**src/rtl/sdram_write.sv**
```systemverilog
// rtl/sdram_write.sv - SDRAM write-burst engine: ACTIVE, full-page WRITE, data stream, BURST STOP, PRECHARGE.
module sdram_write #(
  parameter logic [9:0] TRCD_CLK = 10'd2,
  parameter logic [9:0] TRP_CLK  = 10'd2
) (
  input  logic        sys_clk,
  input  logic        sys_rst,
  input  logic        init_end,
  input  logic        wr_en,
  input  logic [20:0] wr_addr,
  input  logic [31:0] wr_data,
  input  logic [9:0]  wr_burst_len,
  output logic        wr_ack,
  output logic        wr_end,
  output logic [3:0]  write_cmd,
  output logic [1:0]  write_ba,
  output logic [10:0] write_addr,
  output logic        wr_sdram_en,
  output logic [31:0] wr_sdram_data
);

  typedef enum logic [2:0] {
    W_IDLE, W_ACTIVE, W_TRCD, W_WRITE, W_DATA, W_PRE, W_TRP, W_END
  } state_t;

  localparam logic [3:0] CMD_NOP      = 4'b0111;
  localparam logic [3:0] CMD_ACTIVE   = 4'b0011;
  localparam logic [3:0] CMD_WRITE    = 4'b0100;
  localparam logic [3:0] CMD_B_STOP   = 4'b0110;
  localparam logic [3:0] CMD_P_CHARGE = 4'b0010;

  state_t      state_q, state_d;
  logic [9:0]  cnt_q, cnt_d;
  logic [20:0] addr_q, addr_d;
  logic [9:0]  len_m1_q, len_m1_d;
  logic [3:0]  cmd_q, cmd_d;
  logic [1:0]  ba_q, ba_d;
  logic [10:0] saddr_q, saddr_d;
  logic        sdram_en_q, sdram_en_d;
  logic [9:0]  len_m1_in;
  logic        last_word;

  // Burst length is stored as L-1 after clamping to 1..256.
  always_comb begin
    if (wr_burst_len == 10'd0)
      len_m1_in = 10'd0;
    else if (wr_burst_len > 10'd256)
      len_m1_in = 10'd255;
    else
      len_m1_in = wr_burst_len - 10'd1;
  end

  assign last_word = (cnt_q == len_m1_q);

  always_comb begin
    state_d  = state_q;
    cnt_d    = cnt_q + 10'd1;
    addr_d   = addr_q;
    len_m1_d = len_m1_q;
    cmd_d    = CMD_NOP;
    ba_d     = 2'b11;
    saddr_d  = 11'h7ff;
    wr_ack   = 1'b0;
    wr_end   = 1'b0;

    case (state_q)
      W_IDLE: begin
        if (wr_en && init_end) begin
          state_d  = W_ACTIVE;
          addr_d   = wr_addr;
          len_m1_d = len_m1_in;
        end
      end
      W_ACTIVE: begin
        state_d = W_TRCD;
        cmd_d   = CMD_ACTIVE;
        ba_d    = addr_q[20:19];
        saddr_d = addr_q[18:8];
      end
      W_TRCD: begin
        if (cnt_q + 10'd1 >= TRCD_CLK) state_d = W_WRITE;
      end
      W_WRITE: begin
        state_d = W_DATA;
        cmd_d   = CMD_WRITE;
        ba_d    = addr_q[20:19];
        saddr_d = {3'b000, addr_q[7:0]};
        wr_ack  = 1'b1;
      end
      W_DATA: begin
        if (last_word) begin
          state_d = W_PRE;
          cmd_d   = CMD_B_STOP;
        end else begin
          wr_ack  = 1'b1;
        end
      end
      W_PRE: begin
        state_d = W_TRP;
        cmd_d   = CMD_P_CHARGE;
        ba_d    = addr_q[20:19];
        saddr_d = 11'h400;
      end
      W_TRP: begin
        if (cnt_q + 10'd1 >= TRP_CLK) state_d = W_END;
      end
      W_END: begin
        wr_end  = 1'b1;
        state_d = W_IDLE;
      end
      default: state_d = W_IDLE;
    endcase

    if (state_d != state_q) cnt_d = 10'd0;
    sdram_en_d = wr_ack;
  end

  always_ff @(posedge sys_clk) begin
    if (sys_rst) begin
      state_q    <= W_IDLE;
      cnt_q      <= 10'd0;
      addr_q     <= 21'd0;
      len_m1_q   <= 10'd0;
      cmd_q      <= CMD_NOP;
      ba_q       <= 2'b11;
      saddr_q    <= 11'h7ff;
      sdram_en_q <= 1'b0;
    end else begin
      state_q    <= state_d;
      cnt_q      <= cnt_d;
      addr_q     <= addr_d;
      len_m1_q   <= len_m1_d;
      cmd_q      <= cmd_d;
      ba_q       <= ba_d;
      saddr_q    <= saddr_d;
      sdram_en_q <= sdram_en_d;
    end
  end

  assign write_cmd     = cmd_q;
  assign write_ba      = ba_q;
  assign write_addr    = saddr_q;
  assign wr_sdram_en   = sdram_en_q;
  assign wr_sdram_data = sdram_en_q ? wr_data : 32'd0;

endmodule

```
**config.mk**
```make
export PLATFORM = sky130hd
export DESIGN_NAME = sdram_write
export DESIGN_NICKNAME = d
export VERILOG_FILES = /design/src/rtl/sdram_write.sv
export SDC_FILE = /design/constraint.sdc
export NUM_CORES = 1
export LEC_CHECK = 0
export CAP_MARGIN = 20
export CORE_AREA = 2 2 83 85
export CTS_CLUSTER_DIAMETER = 60
export DETAILED_ROUTE_END_ITERATION = 7
export DIE_AREA = 0 0 85 87
export MAX_ROUTING_LAYER = met4
export PLACE_DENSITY_LB_ADDON = 0.3
export SKIP_CTS_REPAIR_TIMING = 1
export SLEW_MARGIN = 20
export SYNTH_ARGS = -nofsm -noshare
export SYNTH_HDL_FRONTEND = slang
export SYNTH_SLANG_ARGS = --single-unit
export TNS_END_PERCENT = 20
```
**constraint.sdc**
```tcl
create_clock -name sys_clk -period 5.71 [get_ports sys_clk]
set_input_delay 0.571 -clock sys_clk [delete_from_list [all_inputs] [get_ports sys_clk]]
set_output_delay 0.571 -clock sys_clk [all_outputs]
set_load 0.01 [all_outputs]
```
==> results of run 1 <==
## per-layer routing
metal / up-vias / GRT usage, % / wire length [um]
met5: - / - / 0
met4: 0 / 10.5 / 116
met3: 10 / 5.21 / 658
met2: 134 / 35.3 / 3680
met1: 1319 / 24.2 / 3100
li1: 1408 / - / -
## where the power goes
part / switching, mW / internal, mW / leakage (nW)
clock: 0.177 / 0.248 / 0.110
combinational: 0.0782 / 0.0925 / 1.00
sequential: 0.0192 / 0.448 / 0.497
total: 0.275 / 0.789 / 1.61
## worst max-delay path: stages (launching register included)
cell and delay (ns):
dfxtp_1 0.73, nand2_1 0.18, o32ai_1 0.35, clkdlybuf4s50_1 0.64
## logic make-up (layout without fill, tap and decap cells)
| kind of cell | count (synthesis) | count (layout) | share of synthesized area [%] |
|---|---|---|---|
| muxes | 3 | 3 | 1.01 |
| xor gates and xnor gates | 23 | 23 | 6.80 |
| buffers and inverters | 31 | 143 | 5.32 |
| and+or+nand+nor | 176 | 176 | 32.2 |
| AOI/OAI and AO/OA | 59 | 59 | 12.1 |
| adders and majority gates | 3 | 3 | 1.27 |
| DFF | 61 | 61 | 41.2 |
| other | 1 | 1 | 0.127 |
## how the worst max path moves through the flow
stage                                      from  slack [ns]                        to
after detailed placement        wr_burst_len[0]        3.00  len_m1_q[6]$_SDFFE_PP0P_
after global placement          wr_burst_len[0]        3.06  len_m1_q[6]$_SDFFE_PP0P_
after CTS                 state_q[2]$_SDFF_PP0_        2.91                    wr_ack
after global routing      state_q[2]$_SDFF_PP0_        2.77                    wr_ack
after floorplan                 wr_burst_len[0]        3.59  len_m1_q[6]$_SDFFE_PP0P_
final                     state_q[2]$_SDFF_PP0_        2.90                    wr_ack
## metrics by stage
| stage | area (um^2) | cells | util [%] | setup slack (ns) |
|---|---|---|---|---|
| after floorplan | 2960 | 357 | - | 3.59 |
| after global placement | 4120 | 533 | 62.8 | 3.06 |
| after detailed placement | 4120 | 533 | 62.8 | 3.00 |
| after CTS | 4350 | 549 | 66.2 | 2.91 |
| after global routing | 4350 | 549 | 66.2 | 2.77 |
| final | 4350 | 549 | 66.2 | 2.90 |
## cell usage in the layout (no fill, tap or decap), drive strengths merged, types with 3 or more instances in the layout
master and n:
clkdlybuf4s50 117, nand2 68, dfxtp 61, and2 34
a21oi 28, xnor2 18, nor2 15, nor3 15
nor2b 11, o22ai 9, clkbuf 9, inv 8
a22oi 6, nand3 6, o21ai 5, xor2 5
and3 4, or2 4, or3 3, nand2b 3
mux2i 3, ha 3, buf 3, or4b 3
clkinv 3
## layout make-up
cell class	count	area (um^2)
fillers	533	2220
clock inverters	7	98.8
multi-input cells	265	1580
inverters	7	26.3
flip-flops and latches	61	1220
repair buffers	120	1190
clock buffers	9	124
well taps	80	100
## registers in the layout, summed over array words and instances (netlist names)
| signal | flops |
|---|---|
| addr_q | 21 |
| write_addr | 11 |
| write_cmd | 3 |
| state_q | 3 |
| wr_sdram_en | 1 |
| cnt_q | 10 |
| len_m1_q | 10 |
| write_ba | 2 |
==> results.toml, run 1 <==
[clock_tree]
clockBufferDepth = 2
h-tree-depth = 3
root_buffer = "clkbuf_8"
cts_buffers = 9
clock-sinks = 61
path_clk_slew_ns = 0.08
cts_tree = "done"
insertion_delay_ns = 0.34

[die]
initial_core_util_pct = 45.1
io_pins = 119
die_w_um = 85
core_area_um2 = 6570
dieArea_um2 = 7400
die_h_um = 87
num_rows = 30

[yosys]
ys_ff_latch = 61
syn-cell-area_um2 = 2960
synth_edf_count = 0
avgSynthCellArea_um2 = 8.30
yosysTopAreaCell = "dfxtp_1"
synth_flop_cell = "dfxtp_1"
synth_nets = 427
yosys-top-cells-area = "dfxtp_1 41%, nand2_1 8.6%, and2_1 7.0%"
ys_seq_area_share_pct = 41.2
yosysUniqueCellTypes = 47
yosysMostFrequentCell = "nand2_1"
synthArstFlopShare_pct = 0
synth_warnings = 0
synthTopCellsByCount = "68 x nand2_1, 61 x dfxtp_1, 33 x and2_1, 28 x a21oi_1, 18 x xnor2_1"
synth_cells = 357
synth_top_area_share_pct = 41.2

[min_path]
worst_hold_path_type = "flip-flop to flip-flop"
min_path_cells = 1
hold_end = "write_ba[1]$_SDFF_PP1_"
min_from = "addr_q[20]$_SDFFE_PP0P_"

[sta]
fin_skew_ns = 0.00736
rsz0062_at_grt = "false"
tightest_slew_ns = 0.774
fmax_mhz = 356
setup_viol = 0
slew_headroom_pct = 48.3
period_share_pct = 49.2
drv_slew = 0
period_minus_slack_ns = 2.81
finalSetupTns_ns = 0
whs_ns = 0.442
hold_viol = 0

[route]
viasPerCell = 5.23
drt_iter0_markers = 180
vias = 2871
final_antenna_net_count = 0
drtPass1Iterations = 4
drt-wirelength-per-cell_um = 13.8
routed_wl_um = 7560
drc = 0

[global_route]
overflow = 0
antenna_found_initial = 0
grt_first_pass_wirelength_um = 12100
grt_pass1_vias = 2592
grt_max_degree = 39
track_usage_pct = 21.4

[power]
p_leak_nw = 1.61
p_total_mw = 1.06
power.density_nw_per_um2 = 245
ir_worst_vdd_uv = 188

[critical_path]
required_ns = 5.14
endpoint_kind = "output port"
r2r_setup_slack_ns = 3.33
rr_worst_depth = 6
cp_data_arrival_time_ns = 2.24
path_class = "flip-flop to output port"
worstSetupStartpointType = "flip-flop"
timing.rr.start = "cnt_q[0]$_SDFF_PP0_"
r2r_end = "state_q[0]$_SDFF_PP0_"
crit_fanout = 18

[cells_and_area]
area_delta_synth_final_pct = 46.8
fin_nets = 534
n_antenna_cell = 0
drive_gt1_share_pct = 8.10

[placement]
hpwl_um = 5540
portBuffers = 117
place_congestion = 0.841

[run]
max-cap-violations = 0

[outcome]
outcome = "finished, final reports clean"
Note: power is estimated with default switching activity, not from simulation.
==> inputs of run 2 (changes only) <==
- CORE_AREA: 2 2 83 85 -> 2 2 86 88
- DIE_AREA: 0 0 85 87 -> 0 0 88 90
- clock period: 5.71 -> 2.7 ns (I/O delays scaled with it)
==> run 2 against run 1 <==
  * Non-clock buffer count increased by 4
  * Count of clock-buffer cells in the layout increased by 1
  * Wire length increased by 2.6%
  * Clock power increased by 84%
  * Utilization decreased by 3.9 points
  * Highest routed layer unchanged
  * Die area increased by 7.1%
  * Largest power group unchanged
  * Critical path type unchanged
==> results.toml, run 2 (synthesis results as in run 1) <==
[global_route]
overflow = 0
antenna_found_initial = 0
grt_first_pass_wirelength_um = 12500
track_usage_pct = 20.5
grt_pass1_vias = 2657
grt_max_degree = 34

[min_path]
worst_hold_path_type = "flip-flop to flip-flop"

[die]
core_area_um2 = 7020
io_pins = 119
die_w_um = 88
num_rows = 31
initial_core_util_pct = 42.2
die_h_um = 90
dieArea_um2 = 7920

[placement]
hpwl_um = 5940
dp_slack_ns = 0.291
place_congestion = 0.862
portBuffers = 117
dpl_cell_area_um2 = 4180

[cells_and_area]
top_register = "addr_q"
area_delta_synth_final_pct = 47.5
fin_nets = 538
final_common_cell = "clkdlybuf4s50_1"
finalInstanceArea_um2 = 4370
fillers = 608
regArea_um2 = 1220
drive_gt1_share_pct = 8.67
largest_reg_flops = 21
multi_input_area_um2 = 1580
n_antenna_cell = 0
final_cell_mix = "117 x clkdlybuf4s50_1, 68 x nand2_1, 61 x dfxtp_1, 33 x and2_1, 28 x a21oi_1"

[clock_tree]
root_buffer = "clkbuf_8"
path_clk_slew_ns = 0.07
cts_tree = "done"
h-tree-depth = 3
clock-sinks = 61
insertion_delay_ns = 0.33
cts_buffers = 9
clockBufferDepth = 2

[route]
drc = 0
met3_length_um = 709
drt-wirelength-per-cell_um = 13.6
vias = 2771
drtPass1Iterations = 4
viasPerCell = 4.84
maxUsedRoutingLayer = "met4"
wl_met2_um = 3850
routed_wl_um = 7760
drt-met1-wl_um = 3120
drt_iter0_markers = 127
final_antenna_net_count = 0

[sta]
slew_headroom_pct = 55.0
period_minus_slack_ns = 2.49
rsz0062_at_grt = "false"
setup_viol = 0
fin_skew_ns = 0.00551
fmax_mhz = 402
hold_viol = 0
period_share_pct = 92.1
finalSetupTns_ns = 0
layout_setup_ws_ns = 0.213
tightest_slew_ns = 0.674
drv_slew = 0

[critical_path]
required_ns = 2.43
cp_data_arrival_time_ns = 2.22
endpoint_kind = "output port"
crit_fanout = 8
worstSetupStartpointType = "flip-flop"
path_class = "flip-flop to output port"

[run]
max-cap-violations = 0

[outcome]
outcome = "finished, final reports clean"

[power]
power.density_nw_per_um2 = 490
ir_worst_vdd_uv = 301
p_leak_nw = 1.61
[run 2: cell count changes in the layout (fill, tap and decap cells not counted)]
cell,delta
buf_4,+4
bufinv_16,-1
clkbuf_1,+1
clkinv_2,+1
clkinv_4,-1
clkinvlp_4,+1
inv_6,-1
[run 2: final cells by class]
| class | instances | share of cell area [%] |
|---|---|---|
| inverter | 7 | 0.601 |
| clock buffer | 10 | 2.92 |
| multi-input combinational | 265 | 36.2 |
| sequential | 61 | 27.9 |
| tap | 99 | 2.84 |
| timing repair buffer | 124 | 28.0 |
| clock inverter | 6 | 1.46 |
[run 2: path summary, 6_finish.rpt]
path	to	depth (start not counted)	slack (ns)	from
hold reg to reg	addr_q[10]$_SDFFE_PP0P_	2	0.45	addr_q[10]$_SDFFE_PP0P_
setup reg to reg	state_q[0]$_SDFF_PP0_	6	0.34	cnt_q[0]$_SDFF_PP0_
setup / recovery	wr_ack	5	0.21	cnt_q[2]$_SDFF_PP0_
hold / removal	addr_q[10]$_SDFFE_PP0P_	2	0.45	addr_q[10]$_SDFFE_PP0P_
[run 2: stage by stage]
| stage | total power [mW] | hold WS (ns) | cells | util (%) |
|---|---|---|---|---|
| floorplan | 1.19 | 0.406 | 357 | - |
| global placement | 1.37 | 0.428 | 556 | 59.5 |
| detailed placement | 1.38 | 0.429 | 556 | 59.5 |
| CTS | 2.16 | 0.453 | 572 | 62.2 |
| global route | 2.24 | 0.475 | 572 | 62.2 |
| finish | 2.14 | 0.451 | 572 | 62.2 |
[run 2: routing by layer]
layer | vias up | track usage [%]
met5 | - | -
met1 | 1236 | 22.3
li1 | 1413 | -
met4 | 0 | 7.31
met3 | 8 | 5.60
met2 | 114 | 35.2
[run 2: where the power goes]
group	switching, mW	internal [mW]	leakage, nW
logic	0.170	0.201	1.02
registers	0.0353	0.949	0.497
clock network	0.360	0.424	0.0923
[run 2: critical path: stages (launching register included)]
cell and delay, ns:
dfxtp_1 0.48, xnor2_1 0.10, nand4_1 0.16, nor3_1 0.07
o32ai_1 0.44, clkdlybuf4s50_1 0.63
==> patch 1 (flow settings as in run 1) <==
The 8 states of `state_t` get a Gray code encoding in 3 bits.
--- a/src/rtl/sdram_write.sv
+++ b/src/rtl/sdram_write.sv
@@ -21,5 +21,5 @@
 
   typedef enum logic [2:0] {
-    W_IDLE, W_ACTIVE, W_TRCD, W_WRITE, W_DATA, W_PRE, W_TRP, W_END
+    W_IDLE = 3'b000, W_ACTIVE = 3'b001, W_TRCD = 3'b011, W_WRITE = 3'b010, W_DATA = 3'b110, W_PRE = 3'b111, W_TRP = 3'b101, W_END = 3'b100
   } state_t;
 
Formal check against the unedited RTL: same outputs for any inputs over 10 cycles, from zero or initial values and one cycle with sys_rst high; not proved beyond that.
==> patch 1 against run 1 <==
Setup slack worse by 0.079 ns; final area down 1.5%; synthesized cell count grew 2.2%; register-to-register slack better by 0.32 ns; wire length fell by 0.65%; synthesized area grew 0.38%; core utilization fell by 0.97 points; clock skew down 0.0034 ns; die area unchanged; sequential cell count did not move; via count fell by 2.1%; critical endpoint unchanged; highest routed layer unchanged.
Power is not compared: it rests on default switching activity, and its combinational part moved more than twofold at a synthesized area within 25%.
==> patch 1: results (changes against run 1) <==
* GPL Wtd Cong at 0.8962 (+6.5%)
* Vias in the first global route at 2659 (+2.6%)
* First-pass GRT wire length at 12280 um (+1.2%)
* Largest net degree at the start of global routing at 40 (+2.6%)
* Clk_skew at 0.003914 ns (-0.003442 ns)
* DP HPWL at 5694 um (+2.7%)
* Max reg flops at 21 (unchanged)
* IO Port Bufs at 117 (unchanged)
* WP data arrival at 2.32 ns (+0.08 ns)
* Worst R2R Path Depth at 6 (unchanged)
* Outcome: complete, no violations
* All-Layer GR Usage at 0.2156 (+0.002075)
* Most used DFF post-synth: dfxtp_1
* Largest fanout on the critical path at 9 (-9)
* Number of distinct library cells after synthesis at 46 (-2.1%)
* Fin nets at 538 (+0.75%)
* Syn Nets at 435 (+1.9%)
* Setup WS pre-CTS at 3.151 ns (+0.1472 ns)
* H-tree Lvls at 3 (unchanged)
* Layout cells sized above 1 at 0.05508 (-0.02594)
* Antenna violations before repair at 0 (unchanged)
* Sequential area share after synthesis at 0.4108 (-0.001562)
* Post-Route WL at 7513 um (-0.65%)
* Root Buffer: clkbuf_8
* Routed vias at 2810 (-2.1%)
* DP Area at 4098 sq um (-0.64%)
* Synth top cells by count: dfxtp_1 (61), nand2_1 (54), nor2_1 (35)
* Clk buf depth at 2 (unchanged)
* Asr flop ratio synth at 0 (unchanged)
* Synth top area cells: dfxtp_1 (41%), and2_1 (6.9%), nand2_1 (6.8%)
* Detailed Route Iter0 Violations at 190 (+5.6%)
* Register clock-pin slew on the reported worst setup and hold paths at 0.06 ns (-0.02 ns)
* Slew headroom at 0.4230 (-0.05989)
* Core area at 6569 sq um (unchanged)
==> patch 1: changes by cell type in the layout (fill, tap and decap cells not counted), moves of 4 or more <==
cell     delta
o22a_1      +8
nor2b_1    -11
o22ai_1     -8
a21oi_1     +6
nor2_1     +20
o21ai_1    +15
nand2_1    -14
nor3_2     -11
nand4_1     +5
xor2_1      +4
a22oi_1     -5
==> patch 1: power breakdown <==
part | internal (mW) | switching (mW)
Clock | 0.190 | 0.158
Combinational | 0.297 | 0.262
Sequential | 0.510 | 0.0819
==> patch 1: final timing paths <==
check	from	endpoint	slack, ns
max	cnt_q[3]	wr_ack	2.82
min	addr_q[20]	write_ba[1]	0.46
max reg2reg	cnt_q[0]	state_q[0]	3.65
min reg2reg	addr_q[20]	write_ba[1]	0.46
==> patch 1: worst max-delay path, stage by stage (launching register included) <==
cell and delay, ns:
dfxtp_1 0.53, xnor2_1 0.18, nand4_1 0.14, nor4_2 0.40
a21oi_1 0.17, clkdlybuf4s50_1 0.54
==> patch 1: layout make-up <==
cell class | instances | area, sq um
clock buffer | 12 | 165.2
clock inverter | 3 | 20.02
fill | 550 | 2286
inverter | 7 | 26.28
multi-input combinational | 270 | 1564
sequential | 61 | 1221
tap | 80 | 100.1
timing repair buffer | 119 | 1186
==> patch 1: metrics by stage <==
| step | instances | utilization |
|---|---|---|
| after global placement | 537 | 0.6238 |
| after detailed placement | 537 | 0.6238 |
| after floorplan | 365 | - |
| after CTS | 552 | 0.6520 |
| after global routing | 552 | 0.6520 |
| final | 552 | 0.6520 |
==> patch 1: kinds of logic (layout without fill, tap and decap cells) <==
group | after synthesis | in the layout | synth area share
other | 1 | 1 | 0.001261
adders and majority gates | 3 | 3 | 0.01263
DFF | 61 | 61 | 0.4108
AOI/OAI and AO/OA | 76 | 76 | 0.1545
and+or+nand+nor | 164 | 164 | 0.2811
xor gates and xnor gates | 26 | 26 | 0.07660
buffers and inverters | 34 | 141 | 0.06313
==> patch 1: routing by layer <==
layer	wire length [um]	up-vias	global-route usage
li1	-	1431	-
met4	138	0	0.08225
met3	583	13	0.06161
met5	0	-	-
met2	3659	104	0.3587
met1	3132	1262	0.2472
==> patch 2 (config.mk and constraints of run 1) <==
Made on the original files. `addr_q` no longer has a reset.
--- a/src/rtl/sdram_write.sv
+++ b/src/rtl/sdram_write.sv
@@ -120,5 +120,4 @@
       state_q    <= W_IDLE;
       cnt_q      <= 10'd0;
-      addr_q     <= 21'd0;
       len_m1_q   <= 10'd0;
       cmd_q      <= CMD_NOP;
@@ -129,5 +128,4 @@
       state_q    <= state_d;
       cnt_q      <= cnt_d;
-      addr_q     <= addr_d;
       len_m1_q   <= len_m1_d;
       cmd_q      <= cmd_d;
@@ -136,4 +134,8 @@
       sdram_en_q <= sdram_en_d;
     end
+  end
+
+  always_ff @(posedge sys_clk) begin
+    addr_q <= addr_d;
   end
 
Formal check against the unedited RTL: same outputs for any inputs over 10 cycles, from zero or initial values and one cycle with sys_rst high; that may be too few to reach the edited logic, so the function may still have changed.
==> patch 2 against run 1 <==
Highest routed layer unchanged; sequential power is 4.7% higher; synthesized area is 6.5% lower; count of clock-buffer cells in the layout stayed put; total power is 1.3% lower; sequential share of layout area is 6.0 points higher; via count is 15% lower; register-to-register slack worse by 0.97 ns; core utilization is 2.3 points lower; worst hold slack worse by 0.0069 ns; combinational power is 22% lower; final area is 3.5% lower; setup slack worse by 0.54 ns; wire length is 13% lower; sequential cell count stayed put.
==> patch 2: results (changes against run 1) <==
* Reg-to-reg setup timing slack at 2.36 ns (-0.97 ns)
* Outcome: complete, no violations
* Setup WS pre-CTS at 2.335 ns (-0.6690 ns)
* GPL Wtd Cong at 0.9180 (+9.1%)
* Post-Route WL at 6606 um (-13%)
* Mux share of post-synthesis cell area at 0 (-0.01014)
* Synth top area cells: dfxtp_1 (29%), edfxtp_1 (23%), and2_1 (7.2%)
* Post-Synth XOR/XNOR Area at 0.06323 (-0.004785)
* Synth top cells by count: dfxtp_1 (40), and2_1 (32), nand2_1 (31)
* PnR worst setup slack at 2.361 ns (-0.5413 ns)
* Avg Cell Area, Syn at 9.823 sq um (+18%)
* P&R area growth vs syn at 51.49%
* Family with the most delay on the worst path: simple AND/OR/NAND/NOR gates
* Crit Reg-Reg Startpoint: state_q[1]
* CP max stage delay at 0.84 ns (+0.11 ns)
* Post-Synth Adder-Cell Area at 0.01355 (+0.0008759)
* Slew headroom at 0.4188 (-0.06410)
* R2R Path End: cnt_q[2]
* WP data arrival at 3.62 ns (+1.38 ns)
* Slowest-stage cell, CP: or3_1
* Syn Nets at 352 (-18%)
* Hold Crit Start: addr_q[20]
* Compound-Gate Fraction of Synth Area at 0.1025 (-0.01830)
* Layout cells sized above 1 at 0.08229 (+0.001271)
* Vias in the first global route at 2224 (-14%)
* DP HPWL at 5015 um (-9.5%)
* Worst R2R Path Depth at 5 (-1)
patch 2: cell types whose count changed after synthesis, moves of 4 or more:
cell / change
dfxtp_1: -21
nand3_1: +8
clkbuf_1: -8
edfxtp_1: +21
nor3_1: +4
nand2_1: -37
nor2b_1: -8
o22ai_1: -9
o21ai_0: +13
xnor2_1: -7
a22oi_1: -6
a21oi_1: -18
nor2_1: -4
xor2_1: +4
patch 2: per-layer routing:
layer	global-route usage	vias to the layer above	share of wire
met5	-	-	0
li1	-	1206	-
met4	0.09668	0	0.026
met3	0.05877	12	0.096
met1	0.2095	1089	0.40
met2	0.3004	119	0.48
patch 2: kinds of logic (layout without fill, tap and decap cells):
kind of cell	after synthesis	count (layout)
buffers and inverters	20	139
AND/OR/NAND/NOR	131	131
XOR/XNOR	20	20
adder cells (fa/ha/maj)	3	3
AO/OA/AOI/OAI	46	46
other	1	1
flip-flops	61	61
patch 2: worst register-to-register path, delay by kind of cell (launching register included):
kind	cells	cell delay [ns]
buf+inv	1	0.79
simple gates	4	1.84
flops	1	0.65
patch 2: cell type report:
type | instances | area share
Clock buffer | 9 | 0.02952
Tap cell | 80 | 0.02385
Clock inverter | 7 | 0.02355
Multi-Input combinational cell | 201 | 0.2976
Sequential cell | 61 | 0.3411
Inverter | 6 | 0.005367
Timing Repair Buffer | 117 | 0.2791
patch 2: power by group through the flow:
stage	clock network (mW)	registers [mW]	logic [mW]
6_report	0.425	0.490	0.134
5_1_grt	0.449	0.493	0.148
4_1_cts	0.431	0.490	0.136
3_5_place_dp	0	0.500	0.135
3_3_place_gp	0	0.499	0.132
2_1_floorplan	0	0.493	0.0678
